<file path="config.mk">
export PLATFORM = sky130hd
export DESIGN_NAME = pipeline_hazard_ctrl
export DESIGN_NICKNAME = d
export VERILOG_FILES = /design/src/rtl/pipeline_hazard_ctrl_pkg.sv /design/src/rtl/pipeline_hazard_ctrl_sat_counter.sv /design/src/rtl/pipeline_hazard_ctrl.sv
export SDC_FILE = /design/constraint.sdc
export NUM_CORES = 1
export LEC_CHECK = 0
export CORE_ASPECT_RATIO = 0.75
export CORE_MARGIN = 5
export CORE_UTILIZATION = 53
export DETAILED_ROUTE_END_ITERATION = 8
export GPL_TIMING_DRIVEN = 0
export PLACE_DENSITY = 0.86
export SYNTH_ARGS = -nofsm -noshare
export SYNTH_HDL_FRONTEND = slang
export SYNTH_SLANG_ARGS = --single-unit
export TNS_END_PERCENT = 50
</file>
<file path="constraint.sdc">
create_clock -name clk -period 7.08 [get_ports clk]
set_input_delay 0.708 -clock clk [delete_from_list [all_inputs] [get_ports clk]]
set_output_delay 0.708 -clock clk [all_outputs]
set_load 0.02 [all_outputs]
</file>
<file path="src/rtl/pipeline_hazard_ctrl_pkg.sv">
// Shared definitions for the pipeline hazard controller:
// state encoding, default widths and pipeline control words.
package pipeline_pkg;

  localparam int DEF_REG_ADDR_W = 4;

  typedef enum logic [1:0] {
    ST_RUN      = 2'd0,
    ST_BR_FLUSH = 2'd1,
    ST_MEM_WAIT = 2'd2
  } state_t;

  typedef struct packed {
    logic pc_stall;
    logic if_id_stall;
    logic if_id_flush;
    logic id_ex_stall;
    logic id_ex_flush;
    logic ex_mem_stall;
  } ctrl_t;

  // NOP/bubble word: no holds, no flushes
  localparam ctrl_t CTRL_NOP   = 6'b000000;
  localparam ctrl_t CTRL_HOLD  = 6'b110101;
  localparam ctrl_t CTRL_BR    = 6'b001010;
  localparam ctrl_t CTRL_DRAIN = 6'b001000;
  localparam ctrl_t CTRL_LU    = 6'b110010;

endpackage

</file>
<file path="src/rtl/pipeline_hazard_ctrl_sat_counter.sv">
// Saturating up-counter used for the debug performance counters.
// Holds at all-ones; cleared only by reset.
module sat_counter #(
  parameter int WIDTH = 16
) (
  input  logic             clk,
  input  logic             reset,
  input  logic             inc,
  output logic [WIDTH-1:0] count
);

  always_ff @(posedge clk) begin
    if (reset) begin
      count <= '0;
    end else if (inc && (count != '1)) begin
      count <= count + 1'b1;
    end
  end

endmodule

</file>
<file path="src/rtl/pipeline_hazard_ctrl.sv">
// Stall/flush sequencing for the 5-stage pipeline: load-use,
// taken branches resolved in EX and data-memory waits.
module pipeline_hazard_ctrl
  import pipeline_pkg::*;
#(
  parameter int REG_ADDR_W   = DEF_REG_ADDR_W,
  parameter int FLUSH_CYCLES = 2,
  parameter int CNT_W        = 16
) (
  input  logic                  clk,
  input  logic                  reset,
  input  logic [REG_ADDR_W-1:0] id_rn,
  input  logic [REG_ADDR_W-1:0] id_rm,
  input  logic                  id_uses_rn,
  input  logic                  id_uses_rm,
  input  logic [REG_ADDR_W-1:0] ex_rd,
  input  logic                  ex_mem_read,
  input  logic                  branch_taken_ex,
  input  logic                  dmem_busy,
  output logic                  pc_stall,
  output logic                  if_id_stall,
  output logic                  if_id_flush,
  output logic                  id_ex_stall,
  output logic                  id_ex_flush,
  output logic                  ex_mem_stall,
  output logic [1:0]            state_out,
  output logic [CNT_W-1:0]      stall_cycles,
  output logic [CNT_W-1:0]      branch_flushes
);

  localparam logic [3:0] FLUSH_LAST = 4'(FLUSH_CYCLES - 1);

  state_t     state;
  state_t     state_nxt;
  state_t     eval;
  logic [3:0] cnt;
  logic [3:0] cnt_nxt;
  logic       resume;
  logic       resume_nxt;
  logic       load_use;
  logic       br_event;
  ctrl_t      ctl;
  ctrl_t      ctl_o;

  assign load_use = ex_mem_read &
    ((id_uses_rn & (ex_rd == id_rn)) |
     (id_uses_rm & (ex_rd == id_rm)));

  always_ff @(posedge clk) begin
    if (reset) begin
      state  <= ST_RUN;
      cnt    <= '0;
      resume <= 1'b0;
    end else begin
      state  <= state_nxt;
      cnt    <= cnt_nxt;
      resume <= resume_nxt;
    end
  end

  always_comb begin
    ctl        = CTRL_NOP;
    state_nxt  = state;
    cnt_nxt    = cnt;
    resume_nxt = resume;
    br_event   = 1'b0;
    eval       = state;
    // the wait's exit cycle behaves as the state it interrupted
    if ((state == ST_MEM_WAIT) && !dmem_busy) begin
      eval = resume ? ST_BR_FLUSH : ST_RUN;
    end
    case (eval)
      ST_MEM_WAIT: begin
        ctl = CTRL_HOLD;
      end
      ST_BR_FLUSH: begin
        if (dmem_busy) begin
          ctl        = CTRL_HOLD;
          resume_nxt = 1'b1;
          state_nxt  = ST_MEM_WAIT;
        end else begin
          ctl        = CTRL_DRAIN;
          cnt_nxt    = cnt - 4'd1;
          resume_nxt = 1'b0;
          state_nxt  = (cnt <= 4'd1) ? ST_RUN : ST_BR_FLUSH;
        end
      end
      default: begin
        state_nxt = ST_RUN;
        unique case (1'b1)
          dmem_busy: begin
            ctl        = CTRL_HOLD;
            resume_nxt = 1'b0;
            state_nxt  = ST_MEM_WAIT;
          end
          (!dmem_busy && branch_taken_ex): begin
            ctl       = CTRL_BR;
            br_event  = 1'b1;
            cnt_nxt   = FLUSH_LAST;
            state_nxt = (FLUSH_CYCLES > 1) ? ST_BR_FLUSH : ST_RUN;
          end
          (!dmem_busy && !branch_taken_ex && load_use): begin
            ctl = CTRL_LU;
          end
          default: begin
          end
        endcase
      end
    endcase
  end

  assign ctl_o        = reset ? CTRL_NOP : ctl;
  assign pc_stall     = ctl_o.pc_stall;
  assign if_id_stall  = ctl_o.if_id_stall;
  assign if_id_flush  = ctl_o.if_id_flush;
  assign id_ex_stall  = ctl_o.id_ex_stall;
  assign id_ex_flush  = ctl_o.id_ex_flush;
  assign ex_mem_stall = ctl_o.ex_mem_stall;
  assign state_out    = state;

  sat_counter #(.WIDTH(CNT_W)) u_stall_cnt (
    .clk   (clk),
    .reset (reset),
    .inc   (ctl_o.pc_stall),
    .count (stall_cycles)
  );

  sat_counter #(.WIDTH(CNT_W)) u_branch_cnt (
    .clk   (clk),
    .reset (reset),
    .inc   (br_event & ~reset),
    .count (branch_flushes)
  );

endmodule

</file>
-- Word level (Yosys, flattened, before mapping)
Cells that the tools add are included.
- add/sub/neg operators: 3
- multiply operators: 0
- divide/modulo/power cells: 0
- $lt $le $gt $ge: 1
- equality and inequality tests: 8
- shifts and indexed selects: 0
- multiplexer cells: 18
- bitwise gates (word level): 7
- reduce and logical (&&, ||, !) cells: 13
- operators by type and width (kind ; number):
    $add 16x1->16 const B ; 2
    $ne 16x16->1 const B ; 2
    $pmux 6 s3 ; 1
    $mux 6 ; 2
    $pmux 6 s2 ; 1
    $eq 4x4->1 ; 2
    $mux 4 ; 2
    $pmux 2 s2 ; 2
    $pmux 4 s2 ; 1
    $logic_and 1x1->1 ; 6
    $mux 1 ; 6
    $and 1x1->1 ; 4
    $eq 2x2->1 const B ; 2
    $le 4x1->1 const B ; 1
    $mux 2 ; 2
    $reduce_bool 2->1 ; 2
    $sub 4x1->4 const B ; 1
    $reduce_and 3->1 ; 1
    $eq 2x1->1 const B ; 1
    $logic_not 1->1 ; 2
    $ne 2x2->1 const B ; 1
    $not 1->1 ; 2
    $pmux 1 s2 ; 1
    $reduce_and 2->1 ; 1
    other kinds (2) ; 2
- register bits after elaboration: 39
- latch bits: 0
- memory bits (writable): 0
- bits in read-only memories: 0
- input bits: 19
- output and inout port bits: 40
- logic and storage cells: 55
- memories: 0

-- Depth between registers and ports, before layout
Gate-level depths: netlist of run 1.
- depth after elaboration: 9
- gate-level depth with buffers: 13
- mapped depth without buffers: 10

-- Modules after synthesis
A second synthesis of run 1 with hierarchy kept.
- cells, all modules: 275
- area, all modules: 2326.0 um^2
- by module, submodules not included (module ; instances ; cells each ; area each (um^2) ; seq. area each (um^2)):
    sat_counter ; 2 ; 99 ; 848.3 ; 320.3
    pipeline_hazard_ctrl ; 1 ; 77 ; 629.4 ; 140.1

-- Worst setup path before layout of run 1
OpenSTA, ideal clock, no wires.
- path type: input to output
- from: in dmem_busy
- to: out pc_stall
- data arrival time: 2.794 ns
- data required time: 6.372 ns
- setup slack: 3.578 ns
- stages: 9
- buffers on the path: 2
- cell sequence: clkbuf_1 -> inv_1 -> a31o_2 -> ha_1 -> nand2b_1 -> a21oi_1 -> a221oi_4 -> inv_2 -> buf_4
- longest elaborated chain between the ends: 6
- elaborated cells between the ends (all ways): 12
- those cells by class: 2 x eq/ne; 5 x mux; 5 x reduce/logical
- ends and longest elaborated chain (what ; line ; source):
    start: declaration ; pipeline_hazard_ctrl.sv:19 ; input logic dmem_busy,
    $logic_not 1->1 ; pipeline_hazard_ctrl.sv:69, pipeline_hazard_ctrl.sv:96, pipeline_hazard_ctrl.sv:102 ;
    $logic_and 1x1->1 (on tied branches) ; pipeline_hazard_ctrl.sv:69, pipeline_hazard_ctrl.sv:102 ;
    $mux 2 / $logic_and 1x1->1 (equally long branches) ; pipeline_hazard_ctrl.sv:69, pipeline_hazard_ctrl.sv:102 ;
    $eq 2x1->1, or another cell as far along ; pipeline_hazard_ctrl.sv:72 ; case (eval)
    $pmux 6 s2 * ; pipeline_hazard_ctrl.sv:72 ;
    $mux 6 * ; pipeline_hazard_ctrl.sv:112 ; assign ctl_o = reset ? CTRL_NOP : ctl;
    end: declaration ; pipeline_hazard_ctrl.sv:20 ; output logic pc_stall,
Every way passes the cells marked *; elsewhere a longest branch is shown, timed or not.

-- Worst setup path in the final report of run 1
Ends and elaborated chain as after synthesis.

==> results of run 1 <==
## synth_stat cells (5+ instances only)
cell	count	area share [%]
sky130_fd_sc_hd__xnor2_1	6	2.3
sky130_fd_sc_hd__mux2i_1	5	2.2
sky130_fd_sc_hd__dfxtp_1	39	34
sky130_fd_sc_hd__o21ai_0	7	1.5
sky130_fd_sc_hd__nand3_1	10	2.2
sky130_fd_sc_hd__inv_1	10	1.6
sky130_fd_sc_hd__o311ai_0	5	1.9
sky130_fd_sc_hd__ha_1	6	3.3
sky130_fd_sc_hd__xor2_1	10	3.8
sky130_fd_sc_hd__nor2_1	28	4.6
sky130_fd_sc_hd__nand4_1	13	3.5
sky130_fd_sc_hd__nand2_1	11	1.8
sky130_fd_sc_hd__o41ai_1	5	1.9
sky130_fd_sc_hd__or4_1	6	2.0
sky130_fd_sc_hd__nor3_1	11	2.4
sky130_fd_sc_hd__a21oi_1	17	3.7
sky130_fd_sc_hd__o31ai_1	6	2.0
## where the power goes
group / switching [W] / internal (W) / leakage (nW) / total (W)
clock: 0.0000747 / 0.0000765 / 0.0470 / 0.000151
sequential: 0.00000361 / 0.000222 / 0.315 / 0.000226
combinational: 0.0000389 / 0.0000343 / 0.667 / 0.0000732
total: 0.000117 / 0.000333 / 1.03 / 0.000450
## kinds of logic after synthesis
| logic type | share of synthesized area (%) |
|---|---|
| multiplexers | 3.64 |
| AND/OR/NAND/NOR | 29.4 |
| flip-flops | 33.9 |
| AO/OA/AOI/OAI | 18.2 |
| adder cells (fa/ha/maj) | 3.26 |
| buffers and inverters | 5.59 |
| XOR/XNOR | 6.08 |
## how the worst max path moves through the flow
stage	startpoint	endpoint	slack, ns
finish	dmem_busy	pc_stall	2.31
global route	dmem_busy	pc_stall	2.10
detailed placement	dmem_busy	pc_stall	2.32
CTS	dmem_busy	pc_stall	2.31
floorplan	dmem_busy	pc_stall	3.58
global placement	dmem_busy	pc_stall	2.36
## final cells by class
cell class,instances,area [um^2]
Inverter,11,41.3
Buffer,13,87.6
Clock buffer,6,82.6
Clock inverter,1,5.00
Multi-Input combinational cell,203,1400
Fill cell,310,1090
Tap cell,55,68.8
Timing Repair Buffer,58,581
Sequential cell,39,781
## metal layers
metal  share of wire, %  wire, um  up-vias
met5                  0         0        -
met4               0.65        37        0
met3                7.1       404        7
met2                 43      2480       77
met1                 49      2800     1071
li1                   -         -     1127
## state kept, by name (all words and copies together) (netlist names)
register and flops:
state_out 2, u_branch_cnt.count 16, u_stall_cnt.count 16, cnt 4
resume 1
## per-stage QoR
stage	power (W)	util (%)	instance area [um^2]	setup slack, ns
after floorplan	0.000274	-	2310	3.58
after global placement	0.000302	71.6	2960	2.36
after detailed placement	0.000304	71.6	2960	2.32
after CTS	0.000453	73.7	3040	2.31
after global routing	0.000470	73.7	3040	2.10
final	0.000450	73.7	3040	2.31
## critical path: stages
cell                              delay (ns)
sky130_fd_sc_hd__clkdlybuf4s50_1        0.55
sky130_fd_sc_hd__clkbuf_1               0.33
sky130_fd_sc_hd__inv_1                  0.07
sky130_fd_sc_hd__a31o_2                 0.26
sky130_fd_sc_hd__ha_1                   0.41
sky130_fd_sc_hd__a211oi_4               0.31
sky130_fd_sc_hd__nor4b_4                0.08
sky130_fd_sc_hd__a221oi_4               0.48
sky130_fd_sc_hd__inv_2                  0.15
sky130_fd_sc_hd__buf_4                  0.16
sky130_fd_sc_hd__clkdlybuf4s50_1        0.53
==> impl_table.tex, run 1 <==
\begin{tabular}{lr}
\hline
Metric & Value \\
\hline
\multicolumn{2}{l}{\textbf{Run status}} \\
\quad Outcome & finished, final reports clean \\
\multicolumn{2}{l}{\textbf{Synthesis}} \\
\quad Net Count, Synth & 291 \\
\quad Synth Register Bits & 39 \\
\quad Library cells used by synthesis & 58 \\
\quad Sequential share of the synthesized area & 33.9\% \\
\quad Post-synth EDFFs & 0 \\
\quad Cells after synthesis & 266 \\
\quad Number of warning messages in the yosys log & 0 \\
\quad Average cell area after synthesis & 8.67 um\^{}2 \\
\quad Async S/R FF share, synth & 0\% \\
\quad Cell area after synthesis & 2310 um\^{}2 \\
\quad Most used flip-flop cell after synthesis & sky130\_fd\_sc\_hd\_\_dfxtp\_1 \\
\multicolumn{2}{l}{\textbf{Worst setup path}} \\
\quad Crit path launch type & input pin \\
\quad Required time at the endpoint of the critical path & 6.37 ns \\
\quad Sort of element at the end of the critical path & primary output \\
\quad Internal reg-to-reg setup slack & 4.52 ns \\
\quad Crit Path Category & input pin to primary output \\
\quad Launch point of the worst reg-to-reg path & state\_out[1]\$\_SDFFE\_PP0N\_ \\
\quad Number of cells on the worst reg-to-reg path & 8 \\
\quad Peak fanout along the critical path & 10 \\
\quad Reg-to-reg endpoint & u\_stall\_cnt.count[14]\$\_SDFFE\_PP0P\_ \\
\quad Worst path arrival time & 4.06 ns \\
\multicolumn{2}{l}{\textbf{Clock network}} \\
\quad H-tree levels & 2 \\
\quad TritonCTS clock tree & done \\
\quad Setup Fix Bufs, Post-CTS & 0 \\
\quad Number of gates resized after cts & 0 \\
\quad Master cell of the clock root buffer & sky130\_fd\_sc\_hd\_\_clkbuf\_8 \\
\quad Clock-pin transition on the worst setup and hold timing paths & 0.07 ns \\
\quad Number of CTS-inserted buffers & 5 \\
\quad Clock latency of the later-clocked register in the worst-skew pair & 0.29 ns \\
\quad \# hold bufs at CTS & 0 \\
\quad Bufs on Longest Clock Path & 2 \\
\quad Number of sinks on the clock net & 39 \\
\multicolumn{2}{l}{\textbf{Die}} \\
\quad Starting utilization of the core area & 55.8\% \\
\quad Vert. Die Dim & 67.1 um \\
\quad IO Pins & 59 \\
\quad Horizontal die dimension & 86.2 um \\
\quad Core area & 4130 um\^{}2 \\
\quad Area of the die & 5780 um\^{}2 \\
\quad Number of cell rows & 20 \\
\multicolumn{2}{l}{\textbf{Route}} \\
\quad Total wire length & 5.72 mm \\
\quad Pre-Repair DR Iteration Count & 4 \\
\quad Mean number of vias per cell & 5.91 \\
\quad Count of routing violations after the opening detailed-route iteration & 194 \\
\quad DR WL/cell & 14.8 um \\
\quad Remaining design rule violation count & 0 \\
\quad Total via count after detailed routing & 2282 \\
\quad Post-route antenna net violation count & 0 \\
\multicolumn{2}{l}{\textbf{Place}} \\
\quad Number of port buffers & 58 \\
\quad Global placer's final weighted congestion & 0.880 \\
\quad Cells after DPL & 379 \\
\quad Placed wire-length estimate & 4.28 mm \\
\multicolumn{2}{l}{\textbf{Worst hold path}} \\
\quad Beginning of the worst hold path & resume\$\_SDFFE\_PP0P\_ \\
\quad Classification of the worst-slack hold path & register to register \\
\quad Worst hold path depth & 2 \\
\quad WHS Endpoint & resume\$\_SDFFE\_PP0P\_ \\
\multicolumn{2}{l}{\textbf{Timing}} \\
\quad Slew at the pin with the worst max-slew slack & 0.552 ns \\
\quad Final setup violation count & 0 \\
\quad Final hold violations & 0 \\
\quad Setup TNS & 0 ns \\
\quad Time the worst path needs with I/O delays and setup & 4.77 ns \\
\quad Post-route clock skew & 0.00701 ns \\
\quad Final period util & 67.4\% \\
\quad Worst slew slack as a fraction of its limit & 63.2\% \\
\quad Slew Limit Fails & 0 \\
\quad Final worst hold slack & 0.492 ns \\
\quad Setup repair after global routing missed its margin & false \\
\quad Timing-limited maximum frequency & 0.210 GHz \\
\multicolumn{2}{l}{\textbf{Finish}} \\
\quad Fraction of final layout cells with drive strength greater than 1 & 9.06\% \\
\quad Diodes inserted & 0 \\
\quad Final net count & 356 \\
\quad Most common cell after layout, fill and taps aside & sky130\_fd\_sc\_hd\_\_clkdlybuf4s50\_1 \\
\quad Number of cells in the finished layout apart from fillers & 386 \\
\quad Area Overhead vs Synth & 32.0\% \\
\quad Most frequent cells in the layout & 58 x sky130\_fd\_sc\_hd\_\_clkdlybuf4s50\_1, 39 x sky130\_fd\_sc\_hd\_\_dfxtp\_1, 28 x sky130\_fd\_sc\_hd\_\_nor2\_1, 17 x sky130\_fd\_sc\_hd\_\_a21oi\_1, 13 x sky130\_fd\_sc\_hd\_\_nand4\_1 \\
\multicolumn{2}{l}{\textbf{Global route}} \\
\quad Number of global-route vias before repair & 2063 \\
\quad Routing usage on met3 & 5.07\% \\
\quad Leftover overflow at the end of global routing & 0 \\
\quad Met1 Use GR & 29.9\% \\
\quad Global-route wire length before repair & 9.78 mm \\
\quad Highest-utilization routing layer at the global route stage & met2 \\
\quad Global routing met2 resource utilization & 31.4\% \\
\quad Initial antenna violation count & 0 \\
\quad Global router's overall resource usage & 20.9\% \\
\quad Largest net degree at the start of global routing & 12 \\
\multicolumn{2}{l}{\textbf{Pwr}} \\
\quad Leak pwr & 1.03 nW \\
\quad Max VDD drop & 124 uV \\
\quad Power per standard cell area & 148 nW/um\^{}2 \\
\multicolumn{2}{l}{\textbf{Job}} \\
\quad Max-cap violations & 0 \\
\hline
\end{tabular}
Note: power is estimated with default switching activity, not from simulation.
==> inputs of run 2 (changes only) <==
--- a/config.mk
+++ b/config.mk
@@ -7,10 +7,10 @@
 export LEC_CHECK = 0
 export CORE_ASPECT_RATIO = 0.75
 export CORE_MARGIN = 5
-export CORE_UTILIZATION = 53
+export CORE_UTILIZATION = 49
 export DETAILED_ROUTE_END_ITERATION = 8
 export GPL_TIMING_DRIVEN = 0
-export PLACE_DENSITY = 0.86
+export PLACE_DENSITY = 0.8
 export SYNTH_ARGS = -nofsm -noshare
 export SYNTH_HDL_FRONTEND = slang
 export SYNTH_SLANG_ARGS = --single-unit
==> constraint.sdc (replaced) <==
create_clock -name clk -period 4.45 [get_ports clk]
set_input_delay 0.445 -clock clk [delete_from_list [all_inputs] [get_ports clk]]
set_output_delay 0.445 -clock clk [all_outputs]
set_load 0.02 [all_outputs]
==> impl_table.tex, run 2 (synthesized netlist as in run 1, its figures left out) <==
\begin{tabular}{lr}
\hline
Metric & Value \\
\hline
\multicolumn{2}{l}{\textbf{Run status}} \\
\quad Outcome & finished, final reports clean \\
\multicolumn{2}{l}{\textbf{Route}} \\
\quad Total wire length & 5.83 mm \\
\quad Total via count after detailed routing & 2284 \\
\quad Mean number of vias per cell & 5.87 \\
\quad Post-route antenna net violation count & 0 \\
\quad DR WL/cell & 15.0 um \\
\quad Remaining design rule violation count & 0 \\
\quad Pre-Repair DR Iteration Count & 5 \\
\quad Count of routing violations after the opening detailed-route iteration & 151 \\
\multicolumn{2}{l}{\textbf{Die}} \\
\quad Starting utilization of the core area & 51.0\% \\
\quad Area of the die & 6190 um\^{}2 \\
\quad Horizontal die dimension & 89.2 um \\
\quad IO Pins & 59 \\
\quad Number of cell rows & 21 \\
\quad Vert. Die Dim & 69.4 um \\
\quad Core area & 4520 um\^{}2 \\
\multicolumn{2}{l}{\textbf{Worst setup path}} \\
\quad Crit Path Category & input pin to primary output \\
\quad Crit path launch type & input pin \\
\quad Peak fanout along the critical path & 10 \\
\quad Internal reg-to-reg setup slack & 1.93 ns \\
\quad Number of cells on the worst reg-to-reg path & 7 \\
\quad Sort of element at the end of the critical path & primary output \\
\quad Worst path arrival time & 3.76 ns \\
\quad Cell with the largest stage delay on the worst path & sky130\_fd\_sc\_hd\_\_clkdlybuf4s50\_1 \\
\quad Reg-to-reg endpoint & u\_stall\_cnt.count[9]\$\_SDFFE\_PP0P\_ \\
\quad Maximum single-stage delay on the critical path & 0.56 ns \\
\quad Launch point of the worst reg-to-reg path & state\_out[1]\$\_SDFFE\_PP0N\_ \\
\quad Required time at the endpoint of the critical path & 4.01 ns \\
\quad Cell Chain, Critical Path & clkdlybuf4s50\_1 > clkbuf\_1 > inv\_1 > a31o\_2 > ha\_1 > a211oi\_4 > nor4b\_4 > a221oi\_4 > inv\_2 > buf\_4 > clkdlybuf4s50\_1 \\
\quad Worst path most repeated cell & sky130\_fd\_sc\_hd\_\_clkdlybuf4s50\_1 \\
\multicolumn{2}{l}{\textbf{Clock network}} \\
\quad \# hold bufs at CTS & 0 \\
\quad Master cell of the clock root buffer & sky130\_fd\_sc\_hd\_\_clkbuf\_8 \\
\quad Setup Fix Bufs, Post-CTS & 0 \\
\quad Number of sinks on the clock net & 39 \\
\quad TritonCTS clock tree & done \\
\quad Clock latency of the later-clocked register in the worst-skew pair & 0.30 ns \\
\quad H-tree levels & 2 \\
\quad Clock-pin transition on the worst setup and hold timing paths & 0.08 ns \\
\quad Bufs on Longest Clock Path & 2 \\
\quad Number of CTS-inserted buffers & 5 \\
\quad Number of gates resized after cts & 0 \\
\multicolumn{2}{l}{\textbf{Global route}} \\
\quad Largest net degree at the start of global routing & 12 \\
\quad Number of global-route vias before repair & 2085 \\
\quad Global router's overall resource usage & 19.2\% \\
\quad Leftover overflow at the end of global routing & 0 \\
\quad Global-route wire length before repair & 9.68 mm \\
\quad Initial antenna violation count & 0 \\
\multicolumn{2}{l}{\textbf{Worst hold path}} \\
\quad Classification of the worst-slack hold path & register to register \\
\quad WHS Endpoint & resume\$\_SDFFE\_PP0P\_ \\
\quad Beginning of the worst hold path & resume\$\_SDFFE\_PP0P\_ \\
\quad Worst hold path depth & 2 \\
\multicolumn{2}{l}{\textbf{Timing}} \\
\quad Final setup violation count & 0 \\
\quad Final worst hold slack & 0.487 ns \\
\quad Slew Limit Fails & 0 \\
\quad Slew at the pin with the worst max-slew slack & 0.547 ns \\
\quad Worst slew slack as a fraction of its limit & 63.5\% \\
\quad Setup WS post-layout & 0.245 ns \\
\quad Setup TNS & 0 ns \\
\quad Time the worst path needs with I/O delays and setup & 4.21 ns \\
\quad Final hold violations & 0 \\
\quad Timing-limited maximum frequency & 0.238 GHz \\
\quad Setup repair after global routing missed its margin & false \\
\quad Post-route clock skew & 0.00385 ns \\
\quad Final period util & 94.5\% \\
\multicolumn{2}{l}{\textbf{Finish}} \\
\quad Area Overhead vs Synth & 31.8\% \\
\quad Fraction of final layout cells with drive strength greater than 1 & 8.73\% \\
\quad Most common cell after layout, fill and taps aside & sky130\_fd\_sc\_hd\_\_clkdlybuf4s50\_1 \\
\quad Post-route core utilization & 67.2\% \\
\quad Final net count & 356 \\
\quad Leading registers by flop count & u\_branch\_cnt.count: 16 flops, u\_stall\_cnt.count: 16 flops, cnt: 4 flops \\
\quad Diodes inserted & 0 \\
\quad Most frequent cells in the layout & 58 x sky130\_fd\_sc\_hd\_\_clkdlybuf4s50\_1, 39 x sky130\_fd\_sc\_hd\_\_dfxtp\_1, 28 x sky130\_fd\_sc\_hd\_\_nor2\_1, 17 x sky130\_fd\_sc\_hd\_\_a21oi\_1, 13 x sky130\_fd\_sc\_hd\_\_nand4\_1 \\
\multicolumn{2}{l}{\textbf{Job}} \\
\quad Max-cap violations & 0 \\
\multicolumn{2}{l}{\textbf{Place}} \\
\quad Placed wire-length estimate & 4.32 mm \\
\quad Global placer's final weighted congestion & 0.867 \\
\quad DP Worst Slack & 0.252 ns \\
\quad Number of port buffers & 58 \\
\multicolumn{2}{l}{\textbf{Pwr}} \\
\quad Power per standard cell area & 235 nW/um\^{}2 \\
\quad Leak pwr & 1.02 nW \\
\quad Max VDD drop & 172 uV \\
\quad Post-layout power & 0.000713 W \\
\hline
\end{tabular}
[run 2: area by class of cell]
type | instances | area [um^2]
Fill cell | 393 | 1480
Sequential cell | 39 | 781
Inverter | 11 | 41.3
Clock inverter | 1 | 5.00
Multi-Input combinational cell | 203 | 1400
Buffer | 13 | 87.6
Tap cell | 57 | 71.3
Timing Repair Buffer | 58 | 581
Clock buffer | 7 | 76.3
[run 2: critical path: cells and delay by family]
family / cells / cell delay (ns)
compound gates: 3 / 1.04
buf+inv: 6 / 1.80
simple gates: 1 / 0.08
fa+ha+maj: 1 / 0.40
[run 2: layer usage]
metal,track usage (%),routed length (um),share of wire (%),up-vias
met5,0,0,0,-
met4,8.60,104,1.8,0
met3,3.80,462,7.9,8
met2,27.9,2460,42,85
met1,27.2,2810,48,1062
li1,-,-,-,1129
[run 2: how the worst max path moves through the flow]
stage	startpoint	to	slack, ns	cells after the start
after floorplan	dmem_busy	u_stall_cnt.count[5]$_SDFFE_PP0P_	1.45	9
after global placement	dmem_busy	pc_stall	0.24	11
after detailed placement	dmem_busy	pc_stall	0.25	11
after CTS	dmem_busy	pc_stall	0.24	11
after global routing	dmem_busy	pc_stall	0.04	11
final	dmem_busy	pc_stall	0.24	11
[run 2: through the flow]
step / area [um^2] / cells
5_1_grt: 3040 / 389
3_5_place_dp: 2960 / 381
4_1_cts: 3040 / 389
3_3_place_gp: 2960 / 381
6_report: 3040 / 389
2_1_floorplan: 2310 / 266
[run 2: power by group]
group / switching, W / leakage [nW] / internal, W
Combinational: 0.0000619 / 0.667 / 0.0000547
Sequential: 0.00000571 / 0.315 / 0.000354
Clock: 0.000127 / 0.0422 / 0.000110
Total: 0.000195 / 1.02 / 0.000518
